--- src/rtl/uart_rx_os.sv ---
// Oversampling UART receiver with majority-vote sampling, parity, framing
// and break detection, feeding a small valid/ready receive FIFO.
module uart_rx_os #(
    parameter int MAX_DATA_W = 9,
    parameter int OVERSAMPLE = 16,
    parameter int FIFO_DEPTH = 4
) (
    input  logic                            clk_i,
    input  logic                            rst_i,
    input  logic                            clk_en_i,
    input  logic                            en_i,
    input  logic                            rx_i,
    input  logic [3:0]                      data_size_i,
    input  logic                            parity_en_i,
    input  logic                            parity_odd_i,
    input  logic [1:0]                      stop_size_i,
    output logic [MAX_DATA_W-1:0]           data_o,
    output logic                            parity_err_o,
    output logic                            frame_err_o,
    output logic                            valid_o,
    input  logic                            ready_i,
    output logic                            overrun_o,
    output logic                            break_o,
    output logic [$clog2(FIFO_DEPTH+1)-1:0] fifo_level_o,
    output logic [2:0]                      rx_state_o
);
    localparam int TW = $clog2(OVERSAMPLE);
    localparam int PW = $clog2(FIFO_DEPTH);
    localparam int LW = $clog2(FIFO_DEPTH + 1);
    localparam int EW = MAX_DATA_W + 2;
    localparam logic [TW-1:0] T_S0  = TW'(OVERSAMPLE / 2 - 1);
    localparam logic [TW-1:0] T_S1  = TW'(OVERSAMPLE / 2);
    localparam logic [TW-1:0] T_S2  = TW'(OVERSAMPLE / 2 + 1);
    localparam logic [TW-1:0] T_END = TW'(OVERSAMPLE - 1);
    localparam logic [3:0]    MAXW  = 4'(MAX_DATA_W);

    typedef enum logic [2:0] {
        IDLE    = 3'd0,
        START   = 3'd1,
        DATA    = 3'd2,
        PARITY  = 3'd3,
        STOP    = 3'd4,
        BRKWAIT = 3'd5
    } state_t;

    state_t                state_q, state_d;
    logic                  rx_meta_q, rx_s_q, rx_prev_q;
    logic                  smp0_q, smp1_q;
    logic [TW-1:0]         tick_q, tick_d;
    logic [3:0]            cnt_q, cnt_d;
    logic [MAX_DATA_W-1:0] data_q, data_d;
    logic [3:0]            size_q, size_d, size_in;
    logic                  pen_q, pen_d, podd_q, podd_d;
    logic                  stop2_q, stop2_d;
    logic                  pbit_q, pbit_d, perr_q, perr_d, ferr_q, ferr_d;
    logic                  maj, mid, push, brk;
    logic [EW-1:0]         push_entry;

    assign mid = (tick_q == T_S2);
    assign maj = (smp0_q & smp1_q) | (smp0_q & rx_s_q) | (smp1_q & rx_s_q);
    assign push_entry = {data_q, perr_q, ferr_q | ~maj};

    always_comb begin
        size_in = data_size_i;
        if (data_size_i < 4'd5) begin
            size_in = 4'd5;
        end else if (data_size_i > MAXW) begin
            size_in = MAXW;
        end
    end

    always_comb begin
        state_d = state_q;
        tick_d  = tick_q;
        cnt_d   = cnt_q;
        data_d  = data_q;
        size_d  = size_q;
        pen_d   = pen_q;
        podd_d  = podd_q;
        stop2_d = stop2_q;
        pbit_d  = pbit_q;
        perr_d  = perr_q;
        ferr_d  = ferr_q;
        push    = 1'b0;
        brk     = 1'b0;
        if (clk_en_i) begin
            tick_d = (tick_q == T_END) ? '0 : tick_q + 1'b1;
            unique case (state_q)
                IDLE: begin
                    tick_d = '0;
                    if (en_i && rx_prev_q && !rx_s_q) begin
                        state_d = START;
                        cnt_d   = '0;
                        data_d  = '0;
                        pbit_d  = 1'b0;
                        perr_d  = 1'b0;
                        ferr_d  = 1'b0;
                        size_d  = size_in;
                        pen_d   = parity_en_i;
                        podd_d  = parity_odd_i;
                        stop2_d = (stop_size_i >= 2'd2);
                    end
                end
                START: begin
                    if (mid) begin
                        state_d = maj ? IDLE : DATA;
                    end
                end
                DATA: begin
                    if (mid) begin
                        for (int i = 0; i < MAX_DATA_W; i++) begin
                            if (cnt_q == 4'(i)) begin
                                data_d[i] = maj;
                            end
                        end
                        if (cnt_q == size_q - 1'b1) begin
                            cnt_d   = '0;
                            state_d = pen_q ? PARITY : STOP;
                        end else begin
                            cnt_d = cnt_q + 1'b1;
                        end
                    end
                end
                PARITY: begin
                    if (mid) begin
                        pbit_d  = maj;
                        perr_d  = (^data_q) ^ maj ^ podd_q;
                        state_d = STOP;
                    end
                end
                STOP: begin
                    if (mid) begin
                        ferr_d = ferr_q | ~maj;
                        // pbit_q stays 0 when parity is off, so one test covers both
                        if (cnt_q == 4'd0 && !maj && data_q == '0 && !pbit_q) begin
                            push    = 1'b1;
                            brk     = 1'b1;
                            tick_d  = '0;
                            state_d = BRKWAIT;
                        end else if (stop2_q && cnt_q == 4'd0) begin
                            cnt_d = 4'd1;
                        end else begin
                            push    = 1'b1;
                            state_d = IDLE;
                        end
                    end
                end
                BRKWAIT: begin
                    if (!rx_s_q) begin
                        tick_d = '0;
                    end else if (tick_q == T_END) begin
                        tick_d  = '0;
                        state_d = IDLE;
                    end
                end
                default: begin
                    state_d = IDLE;
                end
            endcase
        end
    end

    always_ff @(posedge clk_i) begin
        if (rst_i) begin
            state_q   <= IDLE;
            rx_meta_q <= 1'b1;
            rx_s_q    <= 1'b1;
            rx_prev_q <= 1'b1;
            smp0_q    <= 1'b1;
            smp1_q    <= 1'b1;
            tick_q    <= '0;
            cnt_q     <= '0;
            data_q    <= '0;
            size_q    <= 4'd5;
            pen_q     <= 1'b0;
            podd_q    <= 1'b0;
            stop2_q   <= 1'b0;
            pbit_q    <= 1'b0;
            perr_q    <= 1'b0;
            ferr_q    <= 1'b0;
        end else begin
            rx_meta_q <= rx_i;
            rx_s_q    <= rx_meta_q;
            if (clk_en_i) begin
                rx_prev_q <= rx_s_q;
                if (tick_q == T_S0) smp0_q <= rx_s_q;
                if (tick_q == T_S1) smp1_q <= rx_s_q;
            end
            state_q <= state_d;
            tick_q  <= tick_d;
            cnt_q   <= cnt_d;
            data_q  <= data_d;
            size_q  <= size_d;
            pen_q   <= pen_d;
            podd_q  <= podd_d;
            stop2_q <= stop2_d;
            pbit_q  <= pbit_d;
            perr_q  <= perr_d;
            ferr_q  <= ferr_d;
        end
    end

    logic [EW-1:0] mem_q [FIFO_DEPTH];
    logic [PW-1:0] wr_q, rd_q;
    logic [LW-1:0] lvl_q;
    logic          ovr_q, brk_q;
    logic          full, pop, wr;
    logic [EW-1:0] head;

    assign full = (lvl_q == LW'(FIFO_DEPTH));
    assign pop  = valid_o & ready_i;
    // A pop in the same clk frees the slot the push needs
    assign wr   = push & (~full | pop);

    always_ff @(posedge clk_i) begin
        if (wr) begin
            mem_q[wr_q] <= push_entry;
        end
    end

    always_ff @(posedge clk_i) begin
        if (rst_i) begin
            wr_q  <= '0;
            rd_q  <= '0;
            lvl_q <= '0;
            ovr_q <= 1'b0;
            brk_q <= 1'b0;
        end else begin
            ovr_q <= push & full & ~pop;
            brk_q <= brk;
            if (wr) wr_q <= wr_q + 1'b1;
            if (pop) rd_q <= rd_q + 1'b1;
            lvl_q <= lvl_q + LW'(wr) - LW'(pop);
        end
    end

    assign head         = mem_q[rd_q];
    assign valid_o      = (lvl_q != '0);
    assign data_o       = valid_o ? head[EW-1:2] : '0;
    assign parity_err_o = valid_o & head[1];
    assign frame_err_o  = valid_o & head[0];
    assign overrun_o    = ovr_q;
    assign break_o      = brk_q;
    assign fifo_level_o = lvl_q;
    assign rx_state_o   = state_q;
endmodule

--- config.mk ---
export PLATFORM = sky130hd
export DESIGN_NAME = uart_rx_os
export DESIGN_NICKNAME = d
export VERILOG_FILES = /design/src/rtl/uart_rx_os.sv
export SDC_FILE = /design/constraint.sdc
export NUM_CORES = 1
export LEC_CHECK = 0
export CAP_MARGIN = 25
export CORE_UTILIZATION = 36
export CTS_BUF_LIST = sky130_fd_sc_hd__clkbuf_8
export DETAILED_ROUTE_END_ITERATION = 10
export MAX_ROUTING_LAYER = met4
export PLACE_DENSITY = 0.62
export SYNTH_ARGS = -nofsm -noshare
export SYNTH_HDL_FRONTEND = slang
export SYNTH_SLANG_ARGS = --single-unit
--- constraint.sdc ---
create_clock -name clk_i -period 5.8 [get_ports clk_i]
set_input_delay 1.16 -clock clk_i [delete_from_list [all_inputs] [get_ports clk_i]]
set_output_delay 1.16 -clock clk_i [all_outputs]
set_load 0.005 [all_outputs]
==> results of run 1 <==
## sequential cells by signal, indices dropped and copies added (netlist names), named ones only
name and cells:
break_o 1, cnt_q 4, data_q 9, ferr_q 1, fifo_level_o 3, mem_q 44, overrun_o 1, pbit_q 1
pen_q 1, perr_q 1, podd_q 1, rd_q 2, rx_meta_q 1, rx_prev_q 1, rx_s_q 1, rx_state_o 3
size_q 4, smp0_q 1, smp1_q 1, stop2_q 1, tick_q 4, wr_q 2
## power by group
| part | total [mW] | internal [mW] | switching [mW] |
|---|---|---|---|
| Sequential | 0.666 | 0.662 | 0.00371 |
| Combinational | 0.0368 | 0.0170 | 0.0199 |
| Clock | 0.464 | 0.212 | 0.252 |
| Total | 1.17 | 0.891 | 0.276 |
## routing by layer
layer  global-route usage (%)  part of all wire, %  routed length (µm)
met1                     18.5                   48                4040
met2                     24.4                   47                4030
met3                     3.70                  3.5                 297
met4                     4.44                  1.4                 123
met5                        -                    0                   0
## worst max path at each step
stage / to / slack (ns) / cells after the start
after floorplan: fifo_level_o[2] / 2.33 / 12
after global placement: fifo_level_o[2] / 1.87 / 12
after detailed placement: fifo_level_o[2] / 1.83 / 12
after CTS: data_o[6] / 2.18 / 3
after global routing: fifo_level_o[2] / 2.04 / 12
final: fifo_level_o[2] / 2.22 / 12
## per-stage QoR
stage,util [%],area [µm²]
finish,42.2,5070
global route,42.2,5070
CTS,42.1,5050
detailed placement,40.3,4840
global placement,40.3,4840
floorplan,-,4420
## kinds of logic after synthesis
group / count (synthesis) / synth area share, %
mux: 18 / 7.28
fa+ha+maj: 20 / 5.86
flops: 90 / 50.7
buf+inv: 48 / 4.44
simple gates: 134 / 17.5
compound gates: 69 / 10.6
xor+xnor: 18 / 3.57
## layout by cell type, fill, tap and decap left out, drive strengths merged, types with 3 or more instances in the layout
cell	netlist	layout
clkbuf	13	9
a211o	10	10
xnor2	11	11
nand3	12	12
mux4	11	11
and2	17	17
ha	18	18
xor2	7	7
mux2	3	3
inv	27	30
edfxtp	44	44
o211ai	6	6
and3	3	3
nand3b	3	3
mux2i	4	4
or2	3	3
o21ai	19	19
nor3b	4	4
nor2	17	17
clkinv	0	3
nand2	37	37
clkdlybuf4s50	0	32
nor3	6	6
a21oi	16	16
nand2b	7	7
or3	4	4
nor2b	8	8
dfxtp	46	46
## area by class of cell
type | count | share of cell area, %
Clock buffer | 9 | 2.44
Clock inverter | 7 | 1.88
Inverter | 27 | 2.00
Multi-Input combinational cell | 259 | 39.1
Sequential cell | 90 | 44.2
Tap cell | 147 | 3.63
Timing Repair Buffer | 34 | 6.76
==> impl_metrics.json, run 1 <==
{
  "slew_viol_final": 0,
  "synth.avg_cell_area_um2": 11.1,
  "multi_input_area_um2": 1980,
  "routed_wl_um": 8500,
  "n_fill_cell": 1148,
  "fp-row-count": 40,
  "post_layout_nonfiller_instances": 573,
  "cp-startpoint": "clk_en_i",
  "grt_pass1_wl_um": 14600,
  "power_mw": 1.17,
  "tns_ns": 0,
  "path_common_cell": "inv_1",
  "synth_cell_types": 61,
  "gp_congestion": 0.814,
  "cts_tree": "built",
  "fin_nets": 454,
  "io_buffer_count": 32,
  "min_period_ns": 3.58,
  "syn_inst": 397,
  "crit_buf_inv": 4,
  "die_h_um": 113,
  "min-delay-start": "rx_meta_q",
  "r2r-start": "rx_state_o[2]",
  "ios": 34,
  "drt_first_pass_iters": 4,
  "antenna_cells": 0,
  "cts.sinks": 90,
  "synth_most_common_cell": "dfxtp_1",
  "synth_area_um2": 4420,
  "grt_pass1_vias": 2984,
  "critPathCaptureType": "flip-flop",
  "cpPeakStageDelay_ns": 0.82,
  "syn2layout_area_growth_pct": 14.7,
  "period_share_pct": 61.7,
  "status": "completed",
  "rsz0062_at_grt": "false",
  "start_util_pct": 36.8,
  "fmax_mhz": 279,
  "cts-root-buf": "clkbuf_8",
  "grt_use_total_pct": 15.0,
  "cp_max_fo": 15,
  "layout-drive-gt1-share_pct": 9.86,
  "num_vias": 2943,
  "antenna_left": 0,
  "holdPathStages": 1,
  "synthArstFlopShare_pct": 0,
  "ctsResizeCount": 0,
  "path_cells": "clkdlybuf4s50_1, and3_1, and3_1, inv_1, ha_1, inv_1, ha_1, inv_1, fa_1, xor2_1, xnor2_1, nor2_1",
  "seqCellArea_um2": 2240,
  "synth-main-ff-cell": "dfxtp_1",
  "cts_hold_buf": 0,
  "synth_top_area_share_pct": 29.9,
  "yosysWarnings": 0,
  "drtIter0Drc": 137,
  "synth_common_cells": "dfxtp_1 (46), edfxtp_1 (44), nand2_1 (37)",
  "synth-edff-count": 44,
  "placedCellCount": 556,
  "crit_family": "buffers and inverters",
  "hold_viol_final": 0,
  "hpwl_um": 5900,
  "cts_buffers": 9,
  "hold_class": "reg -> reg",
  "slew_headroom_pct": 40.2,
  "pre_cts_slack_ns": 1.83,
  "worst_hold_slack_ns": 0.429,
  "cp.required_ns": 6.07,
  "wl_per_cell_um": 14.8,
  "setup_ws_ns": 2.22,
  "die-area_um2": 12700,
  "leakage_nw": 1.82,
  "crit_arrival_ns": 3.85,
  "mappedNetlistNets": 430,
  "cts_post_setup_buffers_inserted": 0,
  "grt_max_degree": 31,
  "worst_pin_slew_ns": 0.893,
  "cp_slowest_cell": "clkdlybuf4s50_1",
  "remaining_drc_errors": 0,
  "ys_seq_area_share_pct": 50.7,
  "min_to": "rx_s_q",
  "path_clk_slew_ns": 0.10,
  "via_per_inst": 5.14,
  "skew_ns": 0.00811,
  "cts_htree_levels": 3,
  "r2r_cells": 12,
  "synth.area.top_cells": "edfxtp_1 (30%), dfxtp_1 (21%), mux4_2 (5.6%)",
  "r2r_setup_slack_ns": 2.68,
  "powerDensity_nw_per_um2": 230,
  "overflow": 0,
  "r2r-end": "fifo_level_o[2]",
  "worst_setup_path_start_kind": "input pin",
  "worst_ir_drop_vdd_uv": 94.7,
  "die_w_um": 113,
  "antenna_found_initial": 0,
  "worstSetupPathType": "in -> reg",
  "core_area_um2": 12000,
  "clkLatencyLatePin_ns": 0.37,
  "setup_viol": 0,
  "cap_violations": 0,
  "synth_top_cell_by_area": "edfxtp_1",
  "clockBufferDepth": 2,
  "ys_ff_latch": 90
}
(Power assumes the default switching activity.)
==> run 2, diff against run 1 <==
==> constraint.sdc (replaced) <==
create_clock -name clk_i -period 3.3 [get_ports clk_i]
set_input_delay 0.66 -clock clk_i [delete_from_list [all_inputs] [get_ports clk_i]]
set_output_delay 0.66 -clock clk_i [all_outputs]
set_load 0.005 [all_outputs]
==> impl_metrics.json, run 2 (same netlist as run 1, synthesis figures left out) <==
{
  "cp_max_fo": 2,
  "die_h_um": 113,
  "grt_use_total_pct": 14.8,
  "powerDensity_nw_per_um2": 392,
  "pre_cts_slack_ns": -0.0984,
  "crit_family": "simple AND/OR/NAND/NOR gates",
  "grt_pass1_vias": 2906,
  "hold_class": "reg -> reg",
  "core_area_um2": 12000,
  "cp-startpoint": "ready_i",
  "worst_setup_path_start_kind": "input pin",
  "layout_commonest_cell": "dfxtp_1",
  "r2r_cells": 14,
  "largestRegisters": "mem_q x44, data_q x9",
  "r2r-end": "fifo_level_o[2]",
  "worst_pin_slew_ns": 0.599,
  "clkLatencyLatePin_ns": 0.36,
  "cts_hold_buf": 0,
  "hold_viol_final": 0,
  "ctsResizeCount": 0,
  "grt_max_degree": 28,
  "fmax_mhz": 334,
  "cts.sinks": 90,
  "die_w_um": 113,
  "num_vias": 2960,
  "antenna_cells": 0,
  "status": "completed",
  "cts-root-buf": "clkbuf_8",
  "slew_headroom_pct": 60.1,
  "cp.required_ns": 3.54,
  "slew_viol_final": 0,
  "antenna_left": 0,
  "grt_pass1_wl_um": 14300,
  "crit_buf_inv": 4,
  "rsz0062_at_grt": "false",
  "io_buffer_count": 32,
  "skew_ns": 0.0108,
  "cpPeakStageDelay_ns": 0.69,
  "start_util_pct": 36.8,
  "cts_htree_levels": 3,
  "largest_reg_flops": 44,
  "final_util_pct": 42.5,
  "gp_congestion": 0.825,
  "power_mw": 2.00,
  "die-area_um2": 12700,
  "wl_per_cell_um": 14.4,
  "cts_tree": "built",
  "r2r-start": "cnt_q[0]",
  "ios": 34,
  "period_share_pct": 90.9,
  "leakage_nw": 1.86,
  "cp_slowest_cell": "or4b_2",
  "drtIter0Drc": 128,
  "drt_first_pass_iters": 4,
  "hpwl_um": 5940,
  "clockBufferDepth": 2,
  "path_cells": "clkdlybuf4s50_1, or4b_2, and3_1, inv_1, ha_1, inv_1, ha_1, inv_1, fa_1, xor2_1, xnor2_1, nor2_1",
  "syn2layout_area_growth_pct": 15.5,
  "remaining_drc_errors": 0,
  "regMostFlops": "mem_q",
  "cts_buffers": 9,
  "routed_wl_um": 8380,
  "setup_ws_ns": 0.302,
  "overflow": 0,
  "worst_ir_drop_vdd_uv": 176,
  "layout-drive-gt1-share_pct": 11.3,
  "crit_arrival_ns": 3.24,
  "cap_violations": 0,
  "fin_nets": 462,
  "fp-row-count": 40,
  "critPathCaptureType": "flip-flop",
  "cp-endpoint": "fifo_level_o[2]",
  "cts_post_setup_buffers_inserted": 0,
  "worstSetupPathType": "in -> reg",
  "mostFrequentLayoutCells": "dfxtp_1 (46), edfxtp_1 (44), nand2_1 (37), clkdlybuf4s50_1 (32), inv_1 (27)",
  "path_clk_slew_ns": 0.09,
  "path_common_cell": "inv_1",
  "r2r_setup_slack_ns": 0.50,
  "min_period_ns": 3.00,
  "via_per_inst": 5.09,
  "setup_viol": 0,
  "cp.depth": 12,
  "antenna_found_initial": 0
}
## run 2: cell types whose count changed in the layout (fill, tap and decap cells not counted), sizes merged
cell / delta
clkbuf: +1
buf: +8
clkinv: -1
## run 2: layout make-up
| cell class | instances | area (µm²) |
|---|---|---|
| clock buffers | 10 | 138 |
| clock inverters | 6 | 65.1 |
| fillers | 1166 | 6910 |
| inverters | 27 | 101 |
| multi-input cells | 259 | 1980 |
| flip-flops and latches | 90 | 2240 |
| well taps | 147 | 184 |
| repair buffers | 42 | 395 |
## run 2: routing by layer
metal	GRT usage [%]	share of wire, %
met3	3.86	3.1
met4	4.18	1.2
met2	24.4	48
met1	18.0	47
met5	-	0
## run 2: worst min-delay path by stage
| stage | slack (ns) | to | cells past startpoint | from |
|---|---|---|---|---|
| finish | 0.43 | rx_s_q | 1 | rx_meta_q |
| global route | 0.45 | rx_s_q | 1 | rx_meta_q |
| CTS | 0.43 | rx_s_q | 1 | rx_meta_q |
| detailed placement | 0.39 | rx_s_q | 1 | rx_meta_q |
| global placement | 0.40 | rx_s_q | 1 | rx_meta_q |
| floorplan | 0.39 | rx_s_q | 1 | rx_meta_q |
## run 2: power by group
group	internal (mW)	switching [mW]	total, mW
clock network	0.374	0.394	0.768
logic	0.0299	0.0345	0.0644
registers	1.16	0.00641	1.17
total	1.57	0.435	2.00
## run 2: per-stage QoR
stage	TNS [ns]	cells	hold slack (ns)	area, µm²
global placement	-0.0221	565	0.405	4900
detailed placement	-0.0984	565	0.395	4900
finish	0	581	0.432	5110
floorplan	0	397	0.389	4420
CTS	0	581	0.434	5110
global route	0	581	0.453	5110
==> run 3, diff against run 2 <==
--- a/config.mk
+++ b/config.mk
@@ -11,6 +11,7 @@
 export DETAILED_ROUTE_END_ITERATION = 10
 export MAX_ROUTING_LAYER = met4
 export PLACE_DENSITY = 0.62
+export SKIP_LAST_GASP = 1
 export SYNTH_ARGS = -nofsm -noshare
 export SYNTH_HDL_FRONTEND = slang
 export SYNTH_SLANG_ARGS = --single-unit
==> results of run 3 <==
Final layout, timing and power as in run 2 (identical DEF).
